### src/rtl/mem_access_unit_pkg.sv
// Shared types and helpers for the data-memory load/store unit.
package mem_pkg;

    typedef enum logic [1:0] {IDLE, LO, HI, RESP} mau_state_t;

    localparam int BYTE_W = 8;
    localparam int HALF_W = 16;

    function automatic logic [HALF_W-1:0] sext8to16(input logic [BYTE_W-1:0] b);
        return {{BYTE_W{b[BYTE_W-1]}}, b};
    endfunction

endpackage

### src/rtl/mem_access_unit_if.sv
// Core request/response handshake plus the 8-bit data-memory port.
interface mem_access_unit_if #(
    parameter int AW = 8
);
    logic          ReqValid;
    logic          ReqReady;
    logic          ReqWrite;
    logic          ReqWide;
    logic          ReqSigned;
    logic [AW-1:0] ReqAddr;
    logic [15:0]   ReqWData;
    logic          RspValid;
    logic [15:0]   RspRData;
    logic [AW-1:0] DataAddress;
    logic          ReadMem;
    logic          WriteMem;
    logic [7:0]    DataIn;
    logic [7:0]    DataOut;

    modport slave (
        input  ReqValid, ReqWrite, ReqWide, ReqSigned, ReqAddr, ReqWData, DataOut,
        output ReqReady, RspValid, RspRData, DataAddress, ReadMem, WriteMem, DataIn
    );

    modport master (
        output ReqValid, ReqWrite, ReqWide, ReqSigned, ReqAddr, ReqWData, DataOut,
        input  ReqReady, RspValid, RspRData, DataAddress, ReadMem, WriteMem, DataIn
    );
endinterface

### src/rtl/mem_access_unit.sv
// Sequences byte/halfword loads and stores as one or two byte accesses on an
// 8-bit memory with combinational reads and clocked writes.
module mem_access_unit
    import mem_pkg::*;
#(
    parameter int AW = 8
) (
    input logic            CLK,
    input logic            Reset_n,
    mem_access_unit_if.slave bus
);

    mau_state_t          state_q, state_d;
    logic                wr_q, wr_d;
    logic                wide_q, wide_d;
    logic                sgn_q, sgn_d;
    logic [AW-1:0]       addr_q, addr_d;
    logic [HALF_W-1:0]   wdata_q, wdata_d;
    logic [HALF_W-1:0]   rdata_q, rdata_d;
    logic [AW-1:0]       addr_hi;

    // Halfword high byte wraps around the top of memory.
    assign addr_hi = addr_q + AW'(1);

    always_ff @(posedge CLK or negedge Reset_n) begin
        if (!Reset_n) begin
            state_q <= IDLE;
            wr_q    <= 1'b0;
            wide_q  <= 1'b0;
            sgn_q   <= 1'b0;
            addr_q  <= '0;
            wdata_q <= '0;
            rdata_q <= '0;
        end else begin
            state_q <= state_d;
            wr_q    <= wr_d;
            wide_q  <= wide_d;
            sgn_q   <= sgn_d;
            addr_q  <= addr_d;
            wdata_q <= wdata_d;
            rdata_q <= rdata_d;
        end
    end

    // All outputs decode from state and latched registers only.
    always_comb begin
        state_d         = state_q;
        wr_d            = wr_q;
        wide_d          = wide_q;
        sgn_d           = sgn_q;
        addr_d          = addr_q;
        wdata_d         = wdata_q;
        rdata_d         = rdata_q;
        bus.ReqReady    = 1'b0;
        bus.RspValid    = 1'b0;
        bus.RspRData    = '0;
        bus.DataAddress = '0;
        bus.ReadMem     = 1'b0;
        bus.WriteMem    = 1'b0;
        bus.DataIn      = '0;

        case (state_q)
            IDLE: begin
                bus.ReqReady = 1'b1;
                if (bus.ReqValid) begin
                    wr_d    = bus.ReqWrite;
                    wide_d  = bus.ReqWide;
                    sgn_d   = bus.ReqSigned;
                    addr_d  = bus.ReqAddr;
                    wdata_d = bus.ReqWData;
                    rdata_d = '0;
                    state_d = LO;
                end
            end
            LO: begin
                bus.DataAddress = addr_q;
                bus.ReadMem     = ~wr_q;
                bus.WriteMem    = wr_q;
                bus.DataIn      = wr_q ? wdata_q[BYTE_W-1:0] : '0;
                if (!wr_q) rdata_d[BYTE_W-1:0] = bus.DataOut;
                state_d = wide_q ? HI : RESP;
            end
            HI: begin
                bus.DataAddress = addr_hi;
                bus.ReadMem     = ~wr_q;
                bus.WriteMem    = wr_q;
                bus.DataIn      = wr_q ? wdata_q[HALF_W-1:BYTE_W] : '0;
                if (!wr_q) rdata_d[HALF_W-1:BYTE_W] = bus.DataOut;
                state_d = RESP;
            end
            RESP: begin
                bus.RspValid = 1'b1;
                if (!wr_q) begin
                    if (wide_q)     bus.RspRData = rdata_q;
                    else if (sgn_q) bus.RspRData = sext8to16(rdata_q[BYTE_W-1:0]);
                    else            bus.RspRData = {{BYTE_W{1'b0}}, rdata_q[BYTE_W-1:0]};
                end
                state_d = IDLE;
            end
            default: state_d = IDLE;
        endcase
    end

endmodule
### src/flat_wrapper.sv
// flat-port wrapper written by rule: the top's interface ports become plain ports
module mem_access_unit_flat import mem_pkg::*;
#(
    parameter int AW = 8
)
  (CLK, Reset_n, bus_ReqValid, bus_ReqWrite, bus_ReqWide, bus_ReqSigned, bus_ReqAddr, bus_ReqWData, bus_DataOut, bus_ReqReady, bus_RspValid, bus_RspRData, bus_DataAddress, bus_ReadMem, bus_WriteMem, bus_DataIn);
  mem_access_unit_if #(.AW(AW)) bus_i ();
  input logic CLK;
  input logic Reset_n;
  input wire logic [$bits(bus_i.ReqValid)-1:0] bus_ReqValid;
  input wire logic [$bits(bus_i.ReqWrite)-1:0] bus_ReqWrite;
  input wire logic [$bits(bus_i.ReqWide)-1:0] bus_ReqWide;
  input wire logic [$bits(bus_i.ReqSigned)-1:0] bus_ReqSigned;
  input wire logic [$bits(bus_i.ReqAddr)-1:0] bus_ReqAddr;
  input wire logic [$bits(bus_i.ReqWData)-1:0] bus_ReqWData;
  input wire logic [$bits(bus_i.DataOut)-1:0] bus_DataOut;
  output wire logic [$bits(bus_i.ReqReady)-1:0] bus_ReqReady;
  output wire logic [$bits(bus_i.RspValid)-1:0] bus_RspValid;
  output wire logic [$bits(bus_i.RspRData)-1:0] bus_RspRData;
  output wire logic [$bits(bus_i.DataAddress)-1:0] bus_DataAddress;
  output wire logic [$bits(bus_i.ReadMem)-1:0] bus_ReadMem;
  output wire logic [$bits(bus_i.WriteMem)-1:0] bus_WriteMem;
  output wire logic [$bits(bus_i.DataIn)-1:0] bus_DataIn;
  assign bus_i.ReqValid = bus_ReqValid;
  assign bus_i.ReqWrite = bus_ReqWrite;
  assign bus_i.ReqWide = bus_ReqWide;
  assign bus_i.ReqSigned = bus_ReqSigned;
  assign bus_i.ReqAddr = bus_ReqAddr;
  assign bus_i.ReqWData = bus_ReqWData;
  assign bus_i.DataOut = bus_DataOut;
  assign bus_ReqReady = bus_i.ReqReady;
  assign bus_RspValid = bus_i.RspValid;
  assign bus_RspRData = bus_i.RspRData;
  assign bus_DataAddress = bus_i.DataAddress;
  assign bus_ReadMem = bus_i.ReadMem;
  assign bus_WriteMem = bus_i.WriteMem;
  assign bus_DataIn = bus_i.DataIn;
  mem_access_unit #(.AW(AW)) u_core (.CLK(CLK), .Reset_n(Reset_n), .bus(bus_i));
endmodule
### config.mk
export PLATFORM = sky130hd
export DESIGN_NAME = mem_access_unit_flat
export DESIGN_NICKNAME = d
export VERILOG_FILES = /design/src/rtl/mem_access_unit_pkg.sv /design/src/rtl/mem_access_unit_if.sv /design/src/rtl/mem_access_unit.sv /design/src/flat_wrapper.sv
export SDC_FILE = /design/constraint.sdc
export NUM_CORES = 1
export LEC_CHECK = 0
export CORE_MARGIN = 2
export CORE_UTILIZATION = 40
export DETAILED_ROUTE_END_ITERATION = 8
export PLACE_DENSITY = 0.66
export RECOVER_POWER = 100
export SYNTH_ARGS = -nofsm -noshare
export SYNTH_HDL_FRONTEND = slang
export SYNTH_SLANG_ARGS = --single-unit
### constraint.sdc
create_clock -name CLK -period 4.9 [get_ports CLK]
set_clock_uncertainty 0.2 [all_clocks]
set_input_delay 1.47 -clock CLK [delete_from_list [all_inputs] [get_ports CLK]]
set_output_delay 1.47 -clock CLK [all_outputs]
set_load 0.05 [all_outputs]
==> reports/metrics.yaml <==
iter_0_drt_violations: 59
regToRegEndpoint: "u_core.rdata_q[1]$_DFFE_PN0P_"
average_wire_per_cell_in_the_routed_design_um: 14.52
starting_density_of_the_core_pct: 40.76
cp_top_family: "buffers and inverters"
setup.worst_path.class: "register to primary output"
layout.cells.non_filler: 371
synth_seq_cells: 45
report.final.setup_viol: 0
netlist.top_cell.by_area: "dfrtp_1"
critPathSlowestCell: "dlygate4sd3_1"
number_of_diodes_added_for_antenna_fixing: 0
rsz_0062_raised_after_global_routing: "false"
routed-via-count: 1830
grt_first_pass_wirelength_um: 8666
path_cells: "inv_1, ha_1, buf_4, nand2_1, o21ai_0, a22o_1, dlygate4sd3_1"
worstRegToRegCells: 6
gr-total-overflow: 0
routed_via_density: 4.933
initial_antenna_violation_count: 0
commonest_cells_after_routing_fill_and_taps_aside: "dfrtp_1, dlygate4sd3_1, clkdlybuf4s50_1"
fp-row-count: 28
worst_hold_slack_after_final_layout_ps: 300.2
timing.fmax_ghz: 0.2212
gp_congestion: 0.7355
fin_tns_setup_ps: 0
mostFrequentLayoutCell: "dfrtp_1"
violations: "max-capacitance violations, max-slew violations"
cts_max_path_buffers: 2
layout_min_cycle_time_ps: 4520
worst-path-stages: 7
fp.coreArea_um2: 5851
critical_path_peak_fanout: 15
final_antenna_net_count: 0
fp.dieW_um: 81.22
grt_max_degree: 46
num_io_pins: 74
hold_buffers: 0
tightest_slew_ps: 2381
synth_nets: 269
ys_seq_area_share_pct: 47.22
synth_cells: 225
leakagePower_nw: 1.460
post_cts.resized_instances: 0
max_cap_viol_count: 1
numPlacedInstances: 364
critical_path_arrival_ps: 2850
yosys.cell_types.count: 33
setup_ws_ps: 379.7
timing.critical_path.from: "u_core.state_q[1]$_DFFE_PN0P_"
die_y_um: 81.22
sort_of_element_at_the_end_of_the_critical_path: "primary output"
post_synth_main_area_contributors: "dfrtp_1, mux2_2, mux2i_1"
syn-mean-instance-area_um2: 10.60
detail_route.wirelength_um: 5387
min_delay_worst_type: "register to register"
crit_path_start_kind: "register"
ctsHtreeMaxLevel: 2
rrSetupSlack_ps: 2100
drv_slew: 46
layout-drive-gt1-share_pct: 12.16
post-cts-setup-buffer-count: 0
fill_cells: 522
place_hpwl_um: 3900
numClockSinks: 45
power_density_nw_per_um2: 674.8
worst_skew_pair.late_latency_ps: 290
syn-cell-area_um2: 2385
syn_to_final_growth_pct: 35.20
timing.critical_path.slowest_cell_delay_ps: 860
r2r_start: "u_core.state_q[1]$_DFFE_PN0P_"
final_nets: 340
layout.core_utilization_pct: 55.11
tritoncts_clock_tree: "yes"
grt.total_usage_pct: 16.97
layout.cell_area.non_filler_um2: 3224
detailed_place.area_um2: 3169
cts.clk_slew.worst_paths_ps: 90
yosys_warnings: 0
first_global_vias: 1768
regArea_um2: 1126
drc: 0
first_pass_iters: 4
clockRootBuffer: "clkbuf_8"
period_utilization_pct: 92.25
critPathCapture: "bus_DataAddress[3]"
worst_case_vdd_ir_drop_mv: 0.4113
synth_top_area_share_pct: 47.22
numPortBuffers: 73
dpl_worst_slack_ps: 756.2
numCtsBuffers: 5
cp_data_required_time_ps: 3230
die_area_um2: 6596
critPathBufInv: 3
timing.final.hold_violations: 0
slew_headroom_pct: -58.74
run_status: "complete, but fails checks"
area_occupied_by_multi_input_gates_um2: 1107
total_power_mw: 2.176
## logic make-up after synthesis
| family | count (synthesis) | synth area share [%] |
|---|---|---|
| adders and majority gates | 6 | 3.148 |
| buffers and inverters | 31 | 5.299 |
| and+or+nand+nor | 65 | 13.59 |
| muxes | 45 | 20.41 |
| DFF | 45 | 47.22 |
| AOI/OAI and AO/OA | 31 | 9.601 |
| xor gates and xnor gates | 2 | 0.7347 |
## power by group
group          internal [mW]  switching, mW
sequential             0.539          0.142
combinational          0.498          0.770
clock                 0.0985          0.128
total                   1.14           1.04
## cells in the mapped netlist
master / instances
and2_1: 8
a22oi_1: 10
and4b_1: 1
mux2_2: 25
mux2_1: 4
o221ai_1: 1
mux2i_1: 16
a22o_1: 1
o22a_1: 1
a21oi_1: 8
nand3_1: 5
o31ai_1: 2
o21ai_0: 3
o21ba_2: 1
inv_1: 19
a21boi_0: 1
xor2_1: 2
nand2_2: 1
nand4b_1: 1
nand2b_1: 4
nor2b_1: 6
buf_2: 8
nand4_1: 2
clkbuf_1: 4
a21oi_4: 2
and3_1: 2
dfrtp_1: 45
nor2_1: 10
or4_1: 1
nor3_1: 1
ha_1: 6
nand2_1: 23
a21o_1: 1
## state kept, by name, indices dropped and copies added, names as in the netlist
signal	count
u_core.wr_q	1
u_core.wdata_q	16
u_core.rdata_q	16
u_core.state_q	2
u_core.addr_q	8
u_core.sgn_q	1
u_core.wide_q	1
## worst reg2reg max path: cells and delay by family, from the launching register on
| family | cells | cell delay (ps) |
|---|---|---|
| compound gates | 1 | 800 |
| fa+ha+maj | 1 | 520 |
| buf+inv | 2 | 420 |
| flops | 1 | 430 |
| mux | 1 | 270 |
| simple gates | 1 | 80 |
## area by class of cell
| cell class | instances | area share [%] |
|---|---|---|
| Clock buffer | 5 | 2.134 |
| Clock inverter | 2 | 0.5045 |
| Inverter | 19 | 2.212 |
| Multi-Input combinational cell | 149 | 34.34 |
| Sequential cell | 45 | 34.92 |
| Tap cell | 75 | 2.910 |
| Timing Repair Buffer | 76 | 22.97 |
## worst min path at each step
stage,from,to,slack [ps],depth (start not counted)
finish,u_core.wdata_q[5]$_DFFE_PN0P_,u_core.wdata_q[5]$_DFFE_PN0P_,300,1
global route,u_core.wdata_q[4]$_DFFE_PN0P_,u_core.wdata_q[4]$_DFFE_PN0P_,320,1
CTS,u_core.wdata_q[6]$_DFFE_PN0P_,u_core.wdata_q[6]$_DFFE_PN0P_,300,1
detailed placement,u_core.wdata_q[6]$_DFFE_PN0P_,u_core.wdata_q[6]$_DFFE_PN0P_,280,1
global placement,u_core.wdata_q[6]$_DFFE_PN0P_,u_core.wdata_q[6]$_DFFE_PN0P_,270,1
floorplan,u_core.wdata_q[3]$_DFFE_PN0P_,u_core.wdata_q[3]$_DFFE_PN0P_,260,1
## routing by layer
metal / GRT usage, % / wire, µm / vias up
li1: - / - / 902
met1: 24.93 / 2503 / 874
met2: 26.20 / 2617 / 50
met3: 2.778 / 212 / 4
met4: 4.068 / 53 / 0
met5: 0 / 0 / -
(Power assumes the default switching activity.)
